File: src/rtl/shared_debounce_ctrl_if.sv
// Bundle of noisy inputs and debounced outputs for shared_debounce_ctrl.
// The controller side is the slave modport, the stimulus side is master.
interface shared_debounce_ctrl_if #(
    parameter int N = 4
);
    logic [N-1:0] noisy;
    logic [N-1:0] debounced;
    logic [N-1:0] rise;
    logic [N-1:0] fall;
    logic         busy;
    logic [3:0]   owner;

    modport master (
        output noisy,
        input  debounced,
        input  rise,
        input  fall,
        input  busy,
        input  owner
    );

    modport slave (
        input  noisy,
        output debounced,
        output rise,
        output fall,
        output busy,
        output owner
    );
endinterface

File: src/rtl/shared_debounce_ctrl.sv
// N-channel debouncer sharing one stability timer, round-robin granted.
// Define DEBOUNCE_EDGE_PULSE_EN to build the rise/fall pulse outputs.
module shared_debounce_ctrl #(
    parameter int N           = 4,
    parameter int FINAL_VALUE = 1_999_999,
    parameter int CW          = 21
) (
    input  logic                  clk,
    input  logic                  reset,
    shared_debounce_ctrl_if.slave bus
);
    typedef enum logic [1:0] {
        IDLE,
        COUNT,
        COMMIT
    } state_t;

    state_t        state;
    logic [N-1:0]  meta;
    logic [N-1:0]  sync;
    logic [N-1:0]  debounced;
    logic [CW-1:0] count;
    logic [3:0]    rr_ptr;
    logic [3:0]    owner;
    logic          busy;

    logic [N-1:0]  pending;
    logic [15:0]   sync16;
    logic [15:0]   deb16;
    logic [N-1:0]  own_hot;
    logic [3:0]    next_ptr;
    logic          grant_ok;
    logic [3:0]    grant_idx;

    function automatic logic [3:0] wrap_add(
        input logic [3:0]  base,
        input int unsigned k
    );
        logic [4:0] s;
        s = {1'b0, base} + 5'(k);
        if (s >= 5'(N)) begin
            s = s - 5'(N);
        end
        return s[3:0];
    endfunction

    assign pending  = sync ^ debounced;
    assign sync16   = 16'(sync);
    assign deb16    = 16'(debounced);
    assign own_hot  = N'(1) << owner;
    assign next_ptr = wrap_add(owner, 1);

    // Scan downward so the nearest pending channel from rr_ptr wins.
    always_comb begin
        grant_ok  = 1'b0;
        grant_idx = '0;
        for (int k = N - 1; k >= 0; k--) begin
            if (pending[wrap_add(rr_ptr, k)]) begin
                grant_ok  = 1'b1;
                grant_idx = wrap_add(rr_ptr, k);
            end
        end
    end

`ifdef DEBOUNCE_EDGE_PULSE_EN
    logic [N-1:0] rise;
    logic [N-1:0] fall;
`endif

    always_ff @(posedge clk or negedge reset) begin
        if (!reset) begin
            state     <= IDLE;
            meta      <= '0;
            sync      <= '0;
            debounced <= '0;
            count     <= '0;
            rr_ptr    <= '0;
            owner     <= '0;
            busy      <= 1'b0;
`ifdef DEBOUNCE_EDGE_PULSE_EN
            rise      <= '0;
            fall      <= '0;
`endif
        end else begin
            meta <= bus.noisy;
            sync <= meta;
`ifdef DEBOUNCE_EDGE_PULSE_EN
            rise <= '0;
            fall <= '0;
`endif
            unique case (state)
                IDLE: begin
                    if (grant_ok) begin
                        owner <= grant_idx;
                        count <= '0;
                        busy  <= 1'b1;
                        state <= COUNT;
                    end
                end
                COUNT: begin
                    // A bounce back outranks reaching terminal count.
                    if (sync16[owner] == deb16[owner]) begin
                        rr_ptr <= next_ptr;
                        busy   <= 1'b0;
                        state  <= IDLE;
                    end else if (count == CW'(FINAL_VALUE)) begin
                        state <= COMMIT;
                    end else begin
                        count <= count + 1'b1;
                    end
                end
                COMMIT: begin
                    debounced <= debounced ^ own_hot;
                    rr_ptr    <= next_ptr;
                    busy      <= 1'b0;
                    state     <= IDLE;
`ifdef DEBOUNCE_EDGE_PULSE_EN
                    if (deb16[owner]) begin
                        fall <= own_hot;
                    end else begin
                        rise <= own_hot;
                    end
`endif
                end
                default: begin
                    state <= IDLE;
                    busy  <= 1'b0;
                end
            endcase
        end
    end

    assign bus.debounced = debounced;
    assign bus.busy      = busy;
    assign bus.owner     = owner;

`ifdef DEBOUNCE_EDGE_PULSE_EN
    assign bus.rise = rise;
    assign bus.fall = fall;
`else
    assign bus.rise = '0;
    assign bus.fall = '0;
`endif
endmodule

File: src/flat_wrapper.sv
// flat-port wrapper written by rule: the top's interface ports become plain ports
module shared_debounce_ctrl_flat 
#(
    parameter int N           = 4,
    parameter int FINAL_VALUE = 1_999_999,
    parameter int CW          = 21
)
  (clk, reset, bus_noisy, bus_debounced, bus_rise, bus_fall, bus_busy, bus_owner);
  shared_debounce_ctrl_if #(.N(N)) bus_i ();
  input  logic clk;
  input  logic reset;
  input wire logic [$bits(bus_i.noisy)-1:0] bus_noisy;
  output wire logic [$bits(bus_i.debounced)-1:0] bus_debounced;
  output wire logic [$bits(bus_i.rise)-1:0] bus_rise;
  output wire logic [$bits(bus_i.fall)-1:0] bus_fall;
  output wire logic [$bits(bus_i.busy)-1:0] bus_busy;
  output wire logic [$bits(bus_i.owner)-1:0] bus_owner;
  assign bus_i.noisy = bus_noisy;
  assign bus_debounced = bus_i.debounced;
  assign bus_rise = bus_i.rise;
  assign bus_fall = bus_i.fall;
  assign bus_busy = bus_i.busy;
  assign bus_owner = bus_i.owner;
  shared_debounce_ctrl #(.N(N), .FINAL_VALUE(FINAL_VALUE), .CW(CW)) u_core (.clk(clk), .reset(reset), .bus(bus_i));
endmodule
File: config.mk
export PLATFORM = sky130hd
export DESIGN_NAME = shared_debounce_ctrl_flat
export DESIGN_NICKNAME = d
export VERILOG_FILES = /design/src/rtl/shared_debounce_ctrl_if.sv /design/src/rtl/shared_debounce_ctrl.sv /design/src/flat_wrapper.sv
export SDC_FILE = /design/constraint.sdc
export NUM_CORES = 1
export LEC_CHECK = 0
export ABC_AREA = 1
export ABC_CLOCK_PERIOD_IN_PS = 2200
export CAP_MARGIN = 20
export CORE_MARGIN = 2
export CORE_UTILIZATION = 50
export DETAILED_ROUTE_END_ITERATION = 12
export DONT_BUFFER_PORTS = 1
export PLACE_DENSITY_LB_ADDON = 0.3
export SLEW_MARGIN = 30
export SYNTH_ARGS = -nofsm -noshare
export SYNTH_HDL_FRONTEND = slang
export SYNTH_SLANG_ARGS = --single-unit
File: constraint.sdc
create_clock -name clk -period 2.2 [get_ports clk]
set_input_delay 0.44 -clock clk [delete_from_list [all_inputs] [get_ports clk]]
set_output_delay 0.44 -clock clk [all_outputs]
set_load 0.01 [all_outputs]
* After elaboration in Yosys (flattened, before gate mapping)
Index checks and enable logic that the tools add are counted.
Storage, ports and cells: flip-flop bits (word level) 44, input port bits 6, output and inout bits 17, logic and storage cells 86
Operators by class: add/subtract/negate cells 10, $lt $le $gt $ge 10, eq/ne operators 9, shifts and indexed selects 1, mux-type cells 38, bitwise logic cells 2, reduce and logical (&&, ||, !) cells 8
Operator list (count):
- $mux W21 | 3
- $pmux W21 S2 | 1
- $mux W4 | 10
- $add A21 B1 Y21 const B | 1
- $eq A21 B21 Y1 const B | 1
- $ge A5 B3 Y1 const B | 4
- $sub A4 B3 Y4 const B | 5
- $lt A4 B3 Y1 const B | 4
- $mux W1 | 12
- $add A4 B1 Y5 const B | 2
- $add A4 B2 Y5 const B | 2
- $bmux W1 S2 | 4
- $bmux W1 S4 | 2
- $pmux W4 S2 | 1
- $reduce_and A2 Y1 | 4
- $xor A4 B4 Y4 | 2
- $mux W2 | 3
- $lt A4 B5 Y1 const B | 1
- $ge A4 B3 Y1 const B | 1
- $ne A2 B1 Y1 const B | 2
- $ne A2 B2 Y1 const B | 2
- $pmux W2 S2 | 1
- $reduce_and A4 Y1 | 1
- $reduce_bool A2 Y1 | 2
- other kinds (7) | 7

* Logic depth before layout (Yosys ltp)
word-level depth 11, depth in mapped cells 14, mapped depth without buffers 14

* Worst setup path before layout
OpenSTA, ideal clock, no wires.
path kind reg2reg, start register u_core.rr_ptr[2], end register u_core.owner[3], in the netlist u_core.bus.owner[3], setup time 0.116 ns, arrival 1.733 ns, data required time 2.084 ns, setup slack 0.351 ns, cell stages (with the launch flop) 15, path buffers 0, period minus slack after synthesis 1.849 ns, cell sequence dfrtp_1 ha_1 nand2_1 nand2_1 nand2_1 inv_1 ha_1 o21ai_0 nand3_1 nor2_1 nor2_1 a21oi_1 nand3_1 nand2_1 nand2_1
On the way: cells in the longest elaborated chain, start to end 10, elaborated cells between the ends (all ways) 32, classes of those cells 7 x add/sub; 4 x order compare; 20 x mux; 1 x reduce/logical
RTL lines:
- start: declaration | RTL line shared_debounce_ctrl.sv:23 | logic [3:0] rr_ptr;
- start signal: assignment | RTL line shared_debounce_ctrl.sv:103 | rr_ptr <= next_ptr;
- start signal: assignment | RTL line shared_debounce_ctrl.sv:114 | rr_ptr <= next_ptr;
- $add A4 B2 Y5 | RTL line shared_debounce_ctrl.sv:40 | s = {1'b0, base} + 5'(k);
- $ge A5 B3 Y1 | RTL line shared_debounce_ctrl.sv:41 | if (s >= 5'(N)) begin
- $mux W4 | RTL line shared_debounce_ctrl.sv:41
- $bmux W1 S2 | RTL line shared_debounce_ctrl.sv:58 | if (pending[wrap_add(rr_ptr, k)]) begin
- $mux W1 (implied by the code) | RTL line shared_debounce_ctrl.sv:58
- $mux W1 (4 in a row) | RTL line shared_debounce_ctrl.sv:58
- $reduce_and A2 Y1 (no source line)
- end signal: assignment | RTL line shared_debounce_ctrl.sv:94 | owner <= grant_idx;
- end: declaration | RTL line shared_debounce_ctrl.sv:24 | logic [3:0] owner;
Parallel ways exist; a longest one is shown, timed or not. The select of a mux whose other input is x is not followed. A chain may end at the register's enable or synchronous reset.

* Worst setup path after layout
start register u_core.owner[0], in the netlist u_core.bus.owner[0], end register u_core.rr_ptr[2]
On the way: cells in the longest elaborated chain, start to end 5, elaborated cells between the ends (all ways) 13, classes of those cells 2 x add/sub; 1 x order compare; 2 x eq/ne; 7 x mux; 1 x reduce/logical
RTL lines:
- $add A4 B1 Y5 or $bmux W1 S4 (tied branches) | RTL line shared_debounce_ctrl.sv:40, shared_debounce_ctrl.sv:102
- $sub A4 B3 Y4, or another cell as far along | RTL line shared_debounce_ctrl.sv:42 | s = s - 5'(N);
- $mux W4 or $eq A1 B1 Y1 (tied branches) | RTL line shared_debounce_ctrl.sv:41, shared_debounce_ctrl.sv:102
- $mux W4 or $ne A2 B1 Y1 (tied branches)
- $pmux W4 S2 or $reduce_and A2 Y1 (tied branches)
Parallel ways exist; a longest one is shown, timed or not. The select of a mux whose other input is x is not followed.

==> results.json <==
{
  "clk_path_buf_depth": 2,
  "synth-simple-area-share": 0.395,
  "cp.required_ps": 2380,
  "wl_per_cell_um": 12.7,
  "crit_fanout": 7,
  "ios": 23,
  "hold_viol": 0,
  "cellPowerDensity_nw_per_um2": 1270,
  "final_common_cell": "nand2_1",
  "hold_class": "in2reg",
  "cts_buffers": 5,
  "htreeDepth": 2,
  "grt_max_degree": 45,
  "num_rows": 28,
  "drive_gt1_frac": 0.0687,
  "gp_congestion": 0.873,
  "final_cells": 541,
  "yosysWarnings": 0,
  "grt_overflow": 0,
  "cts_setup_buffers": 0,
  "area_growth_pct": 6.40,
  "slew_viol_final": 0,
  "dp.cells": 531,
  "fin_tns_setup_ps": 0,
  "crit_arrival_ps": 2180,
  "grt_use_total": 0.199,
  "post-route-period-util": 0.908,
  "synthAdderAreaFrac": 0.0557,
  "grt_pass1_wl_um": 11700,
  "dieArea_sq_um": 6940,
  "die_h_um": 83.3,
  "dp.final_hpwl_um": 4980,
  "synth_compound_area_frac": 0.0362,
  "syn_area_per_cell_sq_um": 6.84,
  "fp.dieW_um": 83.3,
  "cap_violations": 0,
  "route.detailed.drc": 0,
  "synth_edf_count": 0,
  "final_cell_mix": "nand2_1, nor2_1, nand3_1",
  "synth_xor_area_frac": 0.0640,
  "final_net_count": 485,
  "netlist_area_sq_um": 3150,
  "cts_root_buf": "clkbuf_8",
  "ys_ff_latch": 44,
  "core_sq_um": 5990,
  "antennaDiodeCount": 0,
  "min_period_ps": 2000,
  "clk_pin_slew_ps": 90,
  "clk_latency_ps": 300,
  "cts_tree": "yes",
  "peakVddDrop_v": 0.000776,
  "viasPerCell": 5.30,
  "start_kind": "register",
  "dr_total_vias": 2867,
  "clock_sinks": 44,
  "fmax_ghz": 0.501,
  "port_buffers": 0,
  "status": "finished, final reports clean",
  "synth_flop_cell": "dfrtp_1",
  "routed_wirelength_um": 6860,
  "drtAntennaViolNets": 0,
  "crit_type": "reg2reg",
  "postSynthCellCount": 460,
  "drt_iter0_markers": 263,
  "end_kind": "register",
  "drt_first_pass_iters": 6,
  "first_global_vias": 2536,
  "finalClockSkew_ps": 9.54,
  "synth_mux_area_frac": 0,
  "rsz0062_at_grt": "no",
  "rrSetupSlack_ps": 200,
  "synth-seq-area-share": 0.350,
  "ys_async_sr_fraction": 1.00,
  "synth_top_family_by_area": "simple AND/OR/NAND/NOR gates",
  "setup_viol": 0,
  "leakagePower_nw": 1.71,
  "start_util": 0.525,
  "antenna_found_initial": 0,
  "yosysUniqueCellTypes": 28
}
kinds of logic after synthesis:
logic type	count (synthesis)
xor+xnor	23
buf+inv	65
other cells	1
fa+ha+maj	14
compound gates	19
simple gates	294
flops	44
where the power goes:
group	switching [mW]	internal (mW)	total [mW]
clock	0.295	0.342	0.637
combinational	1.60	0.803	2.40
sequential	0.243	0.967	1.21
total	2.14	2.11	4.25
layer usage:
layer	vias up	share of wire	global-route usage
met4	0	0.0086	0.0522
met5	-	0	0
met3	11	0.064	0.0298
li1	1433	-	-
met2	114	0.44	0.312
met1	1309	0.48	0.288
per-stage QoR:
step	worst slack (ps)	total power [mW]	instance area, sq um	utilization	hold WS (ps)
floorplan	351	3.08	3170	-	144
global placement	266	3.49	3190	0.533	145
detailed placement	174	3.55	3190	0.533	145
CTS	160	4.24	3350	0.559	153
global route	39.1	4.62	3350	0.559	149
finish	203	4.25	3350	0.559	165
cell usage after synthesis (4+ instances only):
| master | number | area share |
|---|---|---|
| a21oi_1 | 6 | 0.0095 |
| buf_2 | 4 | 0.0064 |
| buf_4 | 9 | 0.021 |
| dfrtp_1 | 44 | 0.35 |
| ha_1 | 14 | 0.056 |
| inv_1 | 44 | 0.052 |
| nand2_1 | 144 | 0.17 |
| nand2_2 | 4 | 0.0080 |
| nand3_1 | 61 | 0.097 |
| nand4_1 | 4 | 0.0080 |
| nor2_1 | 65 | 0.078 |
| nor3_1 | 7 | 0.011 |
| o21ai_0 | 10 | 0.016 |
| xor2_1 | 20 | 0.056 |
critical path: stages, from the launching register on:
cell and delay [ps]:
dfrtp_1 510, ha_1 290, xor2_1 180, ha_1 220
a22o_1 220, nor3_1 220, or2_2 150, o21ai_0 70
area by class of cell:
cell class | count | area [sq um]
clock inverters | 3 | 46.3
clock buffers | 5 | 68.8
well taps | 75 | 93.8
fillers | 571 | 2640
repair buffers | 10 | 97.6
inverters | 46 | 175
flip-flops and latches | 44 | 1100
multi-input cells | 358 | 1760
path summary, 6_finish.rpt:
kind                                          start  cells after the start             endpoint
worst max-delay path            u_core.bus.owner[0]                      7     u_core.rr_ptr[2]
worst min register to register       u_core.meta[2]                      0       u_core.sync[2]
min in group asynchronous                     reset                      2  u_core.bus.owner[2]
worst max register to register  u_core.bus.owner[0]                      7     u_core.rr_ptr[2]
max in group asynchronous                     reset                      2     u_core.rr_ptr[1]
worst min-delay path                   bus_noisy[3]                      0       u_core.meta[3]
repair_timing:
item                                   in CTS  in global routing
endpoints found under the hold margin      44                  0
hold buffers                                2                  0
resized for setup                           0                  2
setup endpoints to repair                   0                  1
sequential cells by signal, summed over array words and instances, names as in the netlist:
register              cells
u_core.bus.busy           1
u_core.bus.debounced      4
u_core.bus.owner          4
u_core.count             21
u_core.meta               4
u_core.rr_ptr             4
u_core.state              2
u_core.sync               4
No activity file was read; power rests on OpenSTA's default activity.
